--- src/rtl/fetch_pkg.sv ---
// Shared types and constants for the instruction-fetch stage.
// The fault state enum is only used when FETCH_ALIGN_CHK_EN is defined.
package fetch_pkg;

  localparam int unsigned XLEN     = 32;
  localparam logic [31:0] NOP_INST = 32'h0000_0013;
  localparam logic [31:0] PC_INC   = 32'd4;

  typedef struct packed {
    logic [31:0] inst;
    logic [31:0] pc;
    logic        fault;
  } fetch_entry_t;

  typedef enum logic {
    FETCH = 1'b0,
    HALT  = 1'b1
  } fetch_state_e;

endpackage

--- src/rtl/fetch_fifo.sv ---
// Small power-of-two FIFO with flush; head is read straight from storage.
// Push while full is accepted only when a pop happens in the same cycle.
module fetch_fifo
  import fetch_pkg::*;
#(
  parameter int unsigned DEPTH   = 2,
  parameter type         entry_t = fetch_entry_t
) (
  input  logic                     clk,
  input  logic                     rst_n,
  input  logic                     push_i,
  input  entry_t                   push_data_i,
  input  logic                     pop_i,
  input  logic                     flush_i,
  output logic                     full_o,
  output logic                     empty_o,
  output logic [$clog2(DEPTH):0]   count_o,
  output entry_t                   head_o
);

  localparam int unsigned AW = $clog2(DEPTH);
  localparam int unsigned CW = AW + 1;

  entry_t        mem_q [DEPTH];
  logic [AW-1:0] wr_ptr_q;
  logic [AW-1:0] rd_ptr_q;
  logic [CW-1:0] count_q;
  logic          push_c;
  logic          pop_c;

  assign empty_o = (count_q == '0);
  assign full_o  = (count_q == CW'(DEPTH));
  assign pop_c   = pop_i && !empty_o;
  assign push_c  = push_i && (!full_o || pop_c);

  always_ff @(posedge clk) begin
    if (!rst_n || flush_i) begin
      wr_ptr_q <= '0;
      rd_ptr_q <= '0;
      count_q  <= '0;
    end else begin
      if (push_c) wr_ptr_q <= wr_ptr_q + AW'(1);
      if (pop_c)  rd_ptr_q <= rd_ptr_q + AW'(1);
      count_q <= count_q + CW'(push_c) - CW'(pop_c);
    end
  end

  // Storage needs no reset: count gates every read.
  always_ff @(posedge clk) begin
    if (push_c && !flush_i) mem_q[wr_ptr_q] <= push_data_i;
  end

  assign head_o  = mem_q[rd_ptr_q];
  assign count_o = count_q;

endmodule

--- src/rtl/inst_fetch.sv ---
// Instruction fetch: PC owner, credit-limited imem requests, response FIFO to decode.
// Define FETCH_ALIGN_CHK_EN to trap misaligned redirect targets as a faulting NOP.
module inst_fetch
  import fetch_pkg::*;
#(
  parameter logic [31:0] RESET_PC = 32'h0000_0000,
  parameter int unsigned DEPTH    = 2
) (
  input  logic        clk,
  input  logic        rst_n,
  input  logic        redirect_valid,
  input  logic [31:0] redirect_pc,
  output logic        imem_req_valid,
  input  logic        imem_req_ready,
  output logic [31:0] imem_req_addr,
  input  logic        imem_rsp_valid,
  input  logic [31:0] imem_rsp_data,
  output logic        inst_valid,
  input  logic        inst_ready,
  output logic [31:0] inst,
  output logic [31:0] inst_pc,
  output logic        inst_fault
);

  localparam int unsigned CW = $clog2(DEPTH) + 1;
  localparam int unsigned SW = CW + 1;

  logic [31:0]  pc_q, pc_d;
  logic [31:0]  rsp_pc_q, rsp_pc_d;
  logic [CW-1:0] outst_q, outst_d;
  logic [CW-1:0] discard_q, discard_d;

  logic [CW-1:0] fifo_count;
  logic          fifo_full;
  logic          fifo_empty;
  logic          fifo_push;
  logic          fifo_pop;
  fetch_entry_t  push_entry;
  fetch_entry_t  head;

  logic          halt_c;
  logic          credit_ok_c;
  logic          req_fire_c;
  logic [31:0]   redirect_tgt_c;

`ifdef FETCH_ALIGN_CHK_EN
  fetch_state_e state_q, state_d;
  logic         fault_pend_q, fault_pend_d;
  logic [31:0]  fault_pc_q, fault_pc_d;

  always_ff @(posedge clk) begin
    if (!rst_n) begin
      state_q      <= FETCH;
      fault_pend_q <= 1'b0;
      fault_pc_q   <= '0;
    end else begin
      state_q      <= state_d;
      fault_pend_q <= fault_pend_d;
      fault_pc_q   <= fault_pc_d;
    end
  end

  // A misaligned target parks fetch; the faulting entry is queued the cycle after the flush.
  always_comb begin
    state_d      = state_q;
    fault_pend_d = 1'b0;
    fault_pc_d   = fault_pc_q;
    if (redirect_valid) begin
      if (redirect_pc[1:0] != 2'b00) begin
        state_d      = HALT;
        fault_pend_d = 1'b1;
        fault_pc_d   = redirect_pc;
      end else begin
        state_d = FETCH;
      end
    end
  end

  assign halt_c     = (state_q == HALT);
  assign inst_fault = inst_valid && head.fault;
`else
  logic [2:0] unused_c;

  assign halt_c     = 1'b0;
  assign inst_fault = 1'b0;
  assign unused_c   = {head.fault, redirect_pc[1:0]};
`endif

  assign credit_ok_c    = ({1'b0, outst_q} + {1'b0, fifo_count}) < SW'(DEPTH);
  assign imem_req_valid = rst_n && !redirect_valid && !halt_c && credit_ok_c;
  assign imem_req_addr  = pc_q;
  assign req_fire_c     = imem_req_valid && imem_req_ready;
  assign redirect_tgt_c = {redirect_pc[31:2], 2'b00};

  // PC, outstanding/discard bookkeeping and FIFO push selection.
  always_comb begin
    pc_d       = pc_q;
    rsp_pc_d   = rsp_pc_q;
    outst_d    = outst_q + CW'(req_fire_c) - CW'(imem_rsp_valid);
    discard_d  = discard_q;
    fifo_push  = 1'b0;
    push_entry = '{inst: imem_rsp_data, pc: rsp_pc_q, fault: 1'b0};

    if (req_fire_c) pc_d = pc_q + PC_INC;

    if (imem_rsp_valid) begin
      if (discard_q != '0) begin
        discard_d = discard_q - CW'(1);
      end else begin
        fifo_push = 1'b1;
        rsp_pc_d  = rsp_pc_q + PC_INC;
      end
    end

`ifdef FETCH_ALIGN_CHK_EN
    if (fault_pend_q) begin
      fifo_push  = 1'b1;
      push_entry = '{inst: NOP_INST, pc: fault_pc_q, fault: 1'b1};
    end
`endif

    // Every response still in flight after this cycle belongs to the old stream.
    if (redirect_valid) begin
      fifo_push = 1'b0;
      pc_d      = redirect_tgt_c;
      rsp_pc_d  = redirect_tgt_c;
      discard_d = outst_d;
    end
  end

  always_ff @(posedge clk) begin
    if (!rst_n) begin
      pc_q      <= RESET_PC;
      rsp_pc_q  <= RESET_PC;
      outst_q   <= '0;
      discard_q <= '0;
    end else begin
      pc_q      <= pc_d;
      rsp_pc_q  <= rsp_pc_d;
      outst_q   <= outst_d;
      discard_q <= discard_d;
    end
  end

  fetch_fifo #(
    .DEPTH   (DEPTH),
    .entry_t (fetch_entry_t)
  ) u_fifo (
    .clk         (clk),
    .rst_n       (rst_n),
    .push_i      (fifo_push),
    .push_data_i (push_entry),
    .pop_i       (fifo_pop),
    .flush_i     (redirect_valid),
    .full_o      (fifo_full),
    .empty_o     (fifo_empty),
    .count_o     (fifo_count),
    .head_o      (head)
  );

  assign inst_valid = rst_n && !fifo_empty;
  assign fifo_pop   = inst_valid && inst_ready;
  assign inst       = inst_valid ? head.inst : '0;
  assign inst_pc    = inst_valid ? head.pc   : '0;

  // Credits must make overflow impossible.
  always_ff @(posedge clk) begin
    if (rst_n && fifo_push) begin
      assert (!fifo_full || fifo_pop);
    end
  end

endmodule
--- config.mk ---
export PLATFORM = sky130hd
export DESIGN_NAME = inst_fetch
export DESIGN_NICKNAME = d
export VERILOG_FILES = /design/src/rtl/fetch_pkg.sv /design/src/rtl/fetch_fifo.sv /design/src/rtl/inst_fetch.sv
export SDC_FILE = /design/constraint.sdc
export NUM_CORES = 1
export LEC_CHECK = 0
export CAP_MARGIN = 40
export CORE_UTILIZATION = 52
export CTS_BUF_LIST = sky130_fd_sc_hd__clkbuf_16
export CTS_CLUSTER_DIAMETER = 100
export CTS_CLUSTER_SIZE = 30
export DETAILED_ROUTE_END_ITERATION = 7
export PLACE_DENSITY = 0.8
export SLEW_MARGIN = 20
export SYNTH_ARGS = -nofsm -noshare
export SYNTH_HDL_FRONTEND = slang
export SYNTH_SLANG_ARGS = --single-unit
--- constraint.sdc ---
create_clock -name clk -period 9.9 [get_ports clk]
set_input_delay 0.99 -clock clk [delete_from_list [all_inputs] [get_ports clk]]
set_output_delay 0.99 -clock clk [all_outputs]
set_load 0.1 [all_outputs]
==> impl_metrics.toml, run 1 <==
[timing]
setup_slack_ns = 5.39
rsz0062_at_grt = "no"
setup_viol = 0
finalSetupTns_ns = 0
hold_violations = 0
worst_slew_pin_slew_ns = 0.863
relSlewSlack_pct = 42.0
fin_crit_ns = 4.51
layout_worst_path_cycle_share_pct = 45.5
maxSlewViolCount = 0
max_freq_ghz = 0.222
clock_skew_ns = 0.00794

[setup_path]
cp-end-kind = "output port"
cpMostUsedCell = "clkdlybuf4s50_1"
regToRegEndpoint = "discard_q[1]$_SDFFE_PN0P_"
critPathSlowestCell = "or4b_1"
worstSetupStartpointType = "primary input"
worstPathArrival_ns = 3.52
path_buf_inv = 5
crit_type = "primary input to output port"
path_max_fanout = 41
cp_data_required_time_ns = 8.91
r2r_slack_ns = 6.55
reg2regPathDepth = 11
r2r-start = "u_fifo.count_o[0]$_SDFF_PP0_"
critPathMaxStageDelay_ns = 0.82
cp_top_family = "buffers and inverters"
crit_chain = "clkdlybuf4s50_1 -> buf_4 -> or4b_1 -> inv_1 -> clkdlybuf4s50_1 -> buf_8"

[drt]
ant_nets = 0
met3_wirelength_um = 1600
vias_per_cell = 5.47
top_layer_used = "met4"
wl_met1_um = 8900
num_vias = 6614
routed_wl_um = 21500
initialDrtViolationCount = 536
drc = 0
dr.pass1.iters = 5
met2WireLength_um = 10600
avgRoutedWirePerCell_um = 17.8

[cts]
clkLatencyLatePin_ns = 0.42
cts.clk_slew.worst_paths_ns = 0.06
root_buffer = "clkbuf_16"
clk_path_buf_depth = 2
post_cts_resized = 0
post-cts-setup-buffers = 0
numCtsBuffers = 17
cts_num_sinks = 193
hold_buffers = 0
cts_tree = "built"
htreeDepth = 4

[floorplan]
pin_count = 169
dieArea_um2 = 16900
die_h_um = 130
initial_core_util_pct = 53.3
row_count = 46
die_w_um = 130
placeableCoreArea_um2 = 15900

[logic_synthesis]
synth_area_leaders = "edfxtp_1 44%, dfxtp_1 16%, mux2i_1 7.4%"
synth_edf_count = 124
ys_seq_area_share_pct = 60.1
synth_top_area_share_pct = 43.8
synthArstFlopShare_pct = 0
netlist_top_cells_count = "124 x edfxtp_1, 73 x nor2_1, 69 x dfxtp_1"
synth_area_leader_cell = "edfxtp_1"
ys.flop_type = "edfxtp_1"
ys_warn_count = 0
ys_types = 56
ys_seq_elements = 193
netlist_area_um2 = 8500
synth.avg_cell_area_um2 = 11.6
syn_inst = 734
synth_most_common_cell = "edfxtp_1"

[global_route]
grt_pass1_wl_um = 33700
track_usage_pct = 26.5
antenna_found_initial = 0
grt_pass1_vias = 6553
grt_max_degree = 71
grt-ovfl-total = 0

[hold_path]
hold_end = "u_fifo.mem_q[1][31]$_DFFE_PP_"
hold_start = "rsp_pc_q[31]$_SDFFE_PN0P_"
holdPathStages = 0
hold_path.class = "flip-flop to flip-flop"

[finish]
layout-drive-gt1-share_pct = 14.7
diodes = 0
fillers = 952
syn2layout_area_growth_pct = 46.9
nets = 1058

[placed_design]
pre_cts_ws_ns = 5.41
globalplace.congestion = 0.830
hpwl_um = 14600
numPortBuffers = 161

[power_and_ir_drop]
peakVddDrop_uv = 135
p_leak_nw = 4.33
power_density_nw_per_um2 = 155

[run_status]
status = "finished clean"

[flow_run]
cap_violations = 0
==> final cells by class <==
type / instances / area, µm² / share of cell area (%)
clock buffers: 19 / 475 / 3.81
clock inverters: 13 / 119 / 0.952
inverters: 17 / 63.8 / 0.511
multi-input cells: 487 / 3170 / 25.4
flip-flops and latches: 193 / 5110 / 40.9
well taps: 216 / 270 / 2.17
repair buffers: 264 / 3270 / 26.2
==> logic make-up after synthesis <==
family	after synthesis	synth area share [%]
AOI/OAI and AO/OA	125	8.88
xor gates and xnor gates	47	4.85
adders and majority gates	8	1.27
buffers and inverters	58	2.95
DFF	193	60.1
muxes	64	7.60
other	1	0.0441
and+or+nand+nor	238	14.3
==> sequential cells by signal, indices dropped and copies added (netlist names), named ones only <==
| signal | flops |
|---|---|
| rsp_pc_q | 30 |
| u_fifo.mem_q | 124 |
| u_fifo.rd_ptr_q | 1 |
| imem_req_addr | 30 |
| discard_q | 2 |
| u_fifo.count_o | 2 |
| u_fifo.wr_ptr_q | 1 |
| outst_q | 2 |
==> cell usage in the layout, fill, tap and decap left out, types with 9 or more instances in the layout <==
cell and n:
nor2_1 73, nand4_1 23, a21oi_1 41, edfxtp_1 124, mux2i_1 63, dfxtp_1 68, nand3_1 22, clkbuf_16 19
buf_8 80, clkdlybuf4s50_1 160, inv_1 19, nand2_1 52, xor2_1 19, nor3_1 9, buf_16 14, nor4_1 10
o21ai_0 45, and2_1 14, xnor2_1 28
==> through the flow <==
| step | utilization, % | hold WS [ns] | instance area (µm²) | power (mW) | std cells |
|---|---|---|---|---|---|
| finish | 78.3 | 0.483 | 12500 | 1.94 | 1209 |
| global route | 78.3 | 0.497 | 12500 | 2.00 | 1209 |
| CTS | 78.2 | 0.481 | 12500 | 1.94 | 1208 |
| detailed placement | 74.5 | 0.466 | 11900 | 1.27 | 1176 |
| global placement | 64.4 | 0.458 | 10300 | 1.21 | 1080 |
| floorplan | - | 0.445 | 8510 | 1.14 | 738 |
==> layer usage <==
metal	vias to the layer above	global-route usage, %
met2	295	45.4
met1	3127	33.4
met3	34	5.49
met5	-	0
met4	0	9.03
li1	3158	-
==> worst max-delay path by stage <==
stage	start	endpoint	depth (start not counted)	slack, ns
finish	redirect_valid	imem_req_valid	6	5.39
detailed placement	redirect_valid	imem_req_valid	6	5.41
global placement	redirect_valid	imem_req_valid	5	5.01
floorplan	redirect_valid	u_fifo.mem_q[0][10]$_DFFE_PP_	3	1.89
CTS	redirect_valid	imem_req_valid	6	5.40
global route	redirect_valid	imem_req_valid	6	5.34
==> where the power goes <==
group | internal [mW] | total (mW) | switching [mW]
registers | 0.902 | 0.937 | 0.0356
logic | 0.122 | 0.319 | 0.197
clock network | 0.397 | 0.680 | 0.283
(Power assumes the default switching activity.)
==> run 2, diff against run 1 <==
Clock period 9.9 ns to 4.6 ns, I/O delays scaled along.
==> impl_metrics.toml, run 2 (same netlist as run 1, synthesis figures left out) <==
[placed_design]
globalplace.congestion = 0.900
pre_cts_ws_ns = 1.29
hpwl_um = 13300
numPortBuffers = 161

[floorplan]
initial_core_util_pct = 53.3
row_count = 46
die_h_um = 130
placeableCoreArea_um2 = 15900
die_w_um = 130
dieArea_um2 = 16900
pin_count = 169

[finish]
final_cell_mix = "124 x edfxtp_1, 115 x clkdlybuf4s50_1, 73 x nor2_1, 68 x dfxtp_1, 63 x mux2i_1"
mostFrequentLayoutCell = "edfxtp_1"
top_register = "u_fifo.mem_q"
diodes = 0
layout-drive-gt1-share_pct = 16.2
syn2layout_area_growth_pct = 37.3
nets = 1016
largest_reg_flops = 124

[power_and_ir_drop]
intPower_mw = 3.04
p_clk_share_pct = 36.1
p_seq_share_pct = 48.1
peakVddDrop_uv = 262
p_sw_mw = 1.14
comb_power_share_pct = 15.7
p_leak_nw = 4.08
sw_frac_of_total_pct = 27.3
power_density_nw_per_um2 = 359

[drt]
vias_per_cell = 5.51
avgRoutedWirePerCell_um = 17.0
num_vias = 6426
initialDrtViolationCount = 413
ant_nets = 0
dr.pass1.iters = 5
drc = 0
routed_wl_um = 19900

[cts]
numCtsBuffers = 17
cts_tree = "built"
htreeDepth = 4
post_cts_resized = 0
post-cts-setup-buffers = 0
clkLatencyLatePin_ns = 0.43
hold_buffers = 0
root_buffer = "clkbuf_16"
cts_num_sinks = 193
cts.clk_slew.worst_paths_ns = 0.07
clk_path_buf_depth = 2

[setup_path]
path_max_fanout = 23
cp-end-kind = "flip-flop"
worstSetupStartpointType = "flip-flop"
cp_data_required_time_ns = 4.92
critPathSlowestCell = "or4b_1"
crit_type = "flip-flop to flip-flop"
worstPathArrival_ns = 3.65
critPathLaunch = "u_fifo.count_o[0]$_SDFF_PP0_"
r2r-start = "u_fifo.count_o[0]$_SDFF_PP0_"
crit_chain = "and2_1 -> fa_1 -> or4b_1 -> nor2_8 -> inv_2 -> ha_1 -> inv_1 -> ha_1 -> xnor2_1 -> and2_1 -> o2bb2ai_1"
critPathMaxStageDelay_ns = 0.77
path_buf_inv = 2
cp_top_family = "simple AND/OR/NAND/NOR gates"

[timing]
layout_worst_path_cycle_share_pct = 72.6
setup_slack_ns = 1.26
fin_crit_ns = 3.34
clock_skew_ns = 0.00892
finalSetupTns_ns = 0
rsz0062_at_grt = "no"
setup_viol = 0
maxSlewViolCount = 0
hold_violations = 0
relSlewSlack_pct = 39.9
worst_slew_pin_slew_ns = 0.893
max_freq_ghz = 0.300

[flow_run]
cap_violations = 0

[global_route]
grt-ovfl-total = 0
grt_max_degree = 63
track_usage_pct = 24.2
grt_pass1_wl_um = 31300
grt_pass1_vias = 6215
antenna_found_initial = 0

[run_status]
status = "finished clean"

[hold_path]
hold_start = "rsp_pc_q[26]$_SDFFE_PN0P_"
hold_path.class = "flip-flop to flip-flop"
run 2: layout make-up:
class,count,area [µm²]
Sequential cell,193,5110
Fill cell,1079,4280
Multi-Input combinational cell,487,3180
Timing Repair Buffer,222,2430
Clock buffer,17,425
Tap cell,216,270
Clock inverter,15,181
Inverter,17,63.8
run 2: worst paths after layout:
path | end | slack, ns | cells after the start
setup / recovery | discard_q[1]$_SDFFE_PN0P_ | 1.26 | 11
hold / removal | u_fifo.mem_q[1][26]$_DFFE_PP_ | 0.51 | 0
setup reg to reg | discard_q[1]$_SDFFE_PN0P_ | 1.26 | 11
hold reg to reg | u_fifo.mem_q[1][26]$_DFFE_PP_ | 0.51 | 0
run 2: stage by stage:
stage / hold slack (ns) / instance area (µm²) / util [%] / power, mW / instances
3_3_place_gp: 0.458 / 10200 / 63.9 / 2.61 / 1082
6_report: 0.508 / 11700 / 73.2 / 4.18 / 1167
4_1_cts: 0.502 / 11600 / 73.0 / 4.20 / 1165
3_5_place_dp: 0.483 / 11000 / 69.2 / 2.70 / 1133
2_1_floorplan: 0.445 / 8530 / - / 2.45 / 738
5_1_grt: 0.503 / 11700 / 73.2 / 4.31 / 1167
run 2: power by group through the flow:
stage	Clock (mW)	Combinational, mW	Sequential, mW
2_1_floorplan	0	0.298	2.15
3_3_place_gp	0	0.568	2.04
3_5_place_dp	0	0.650	2.05
4_1_cts	1.53	0.655	2.01
5_1_grt	1.60	0.695	2.02
6_report	1.51	0.659	2.01
run 2: metal layers:
layer	global-route usage, %	wire (µm)
met4	10.6	344
met5	0	0
met3	5.13	1400
met1	31.3	8620
met2	39.6	9500
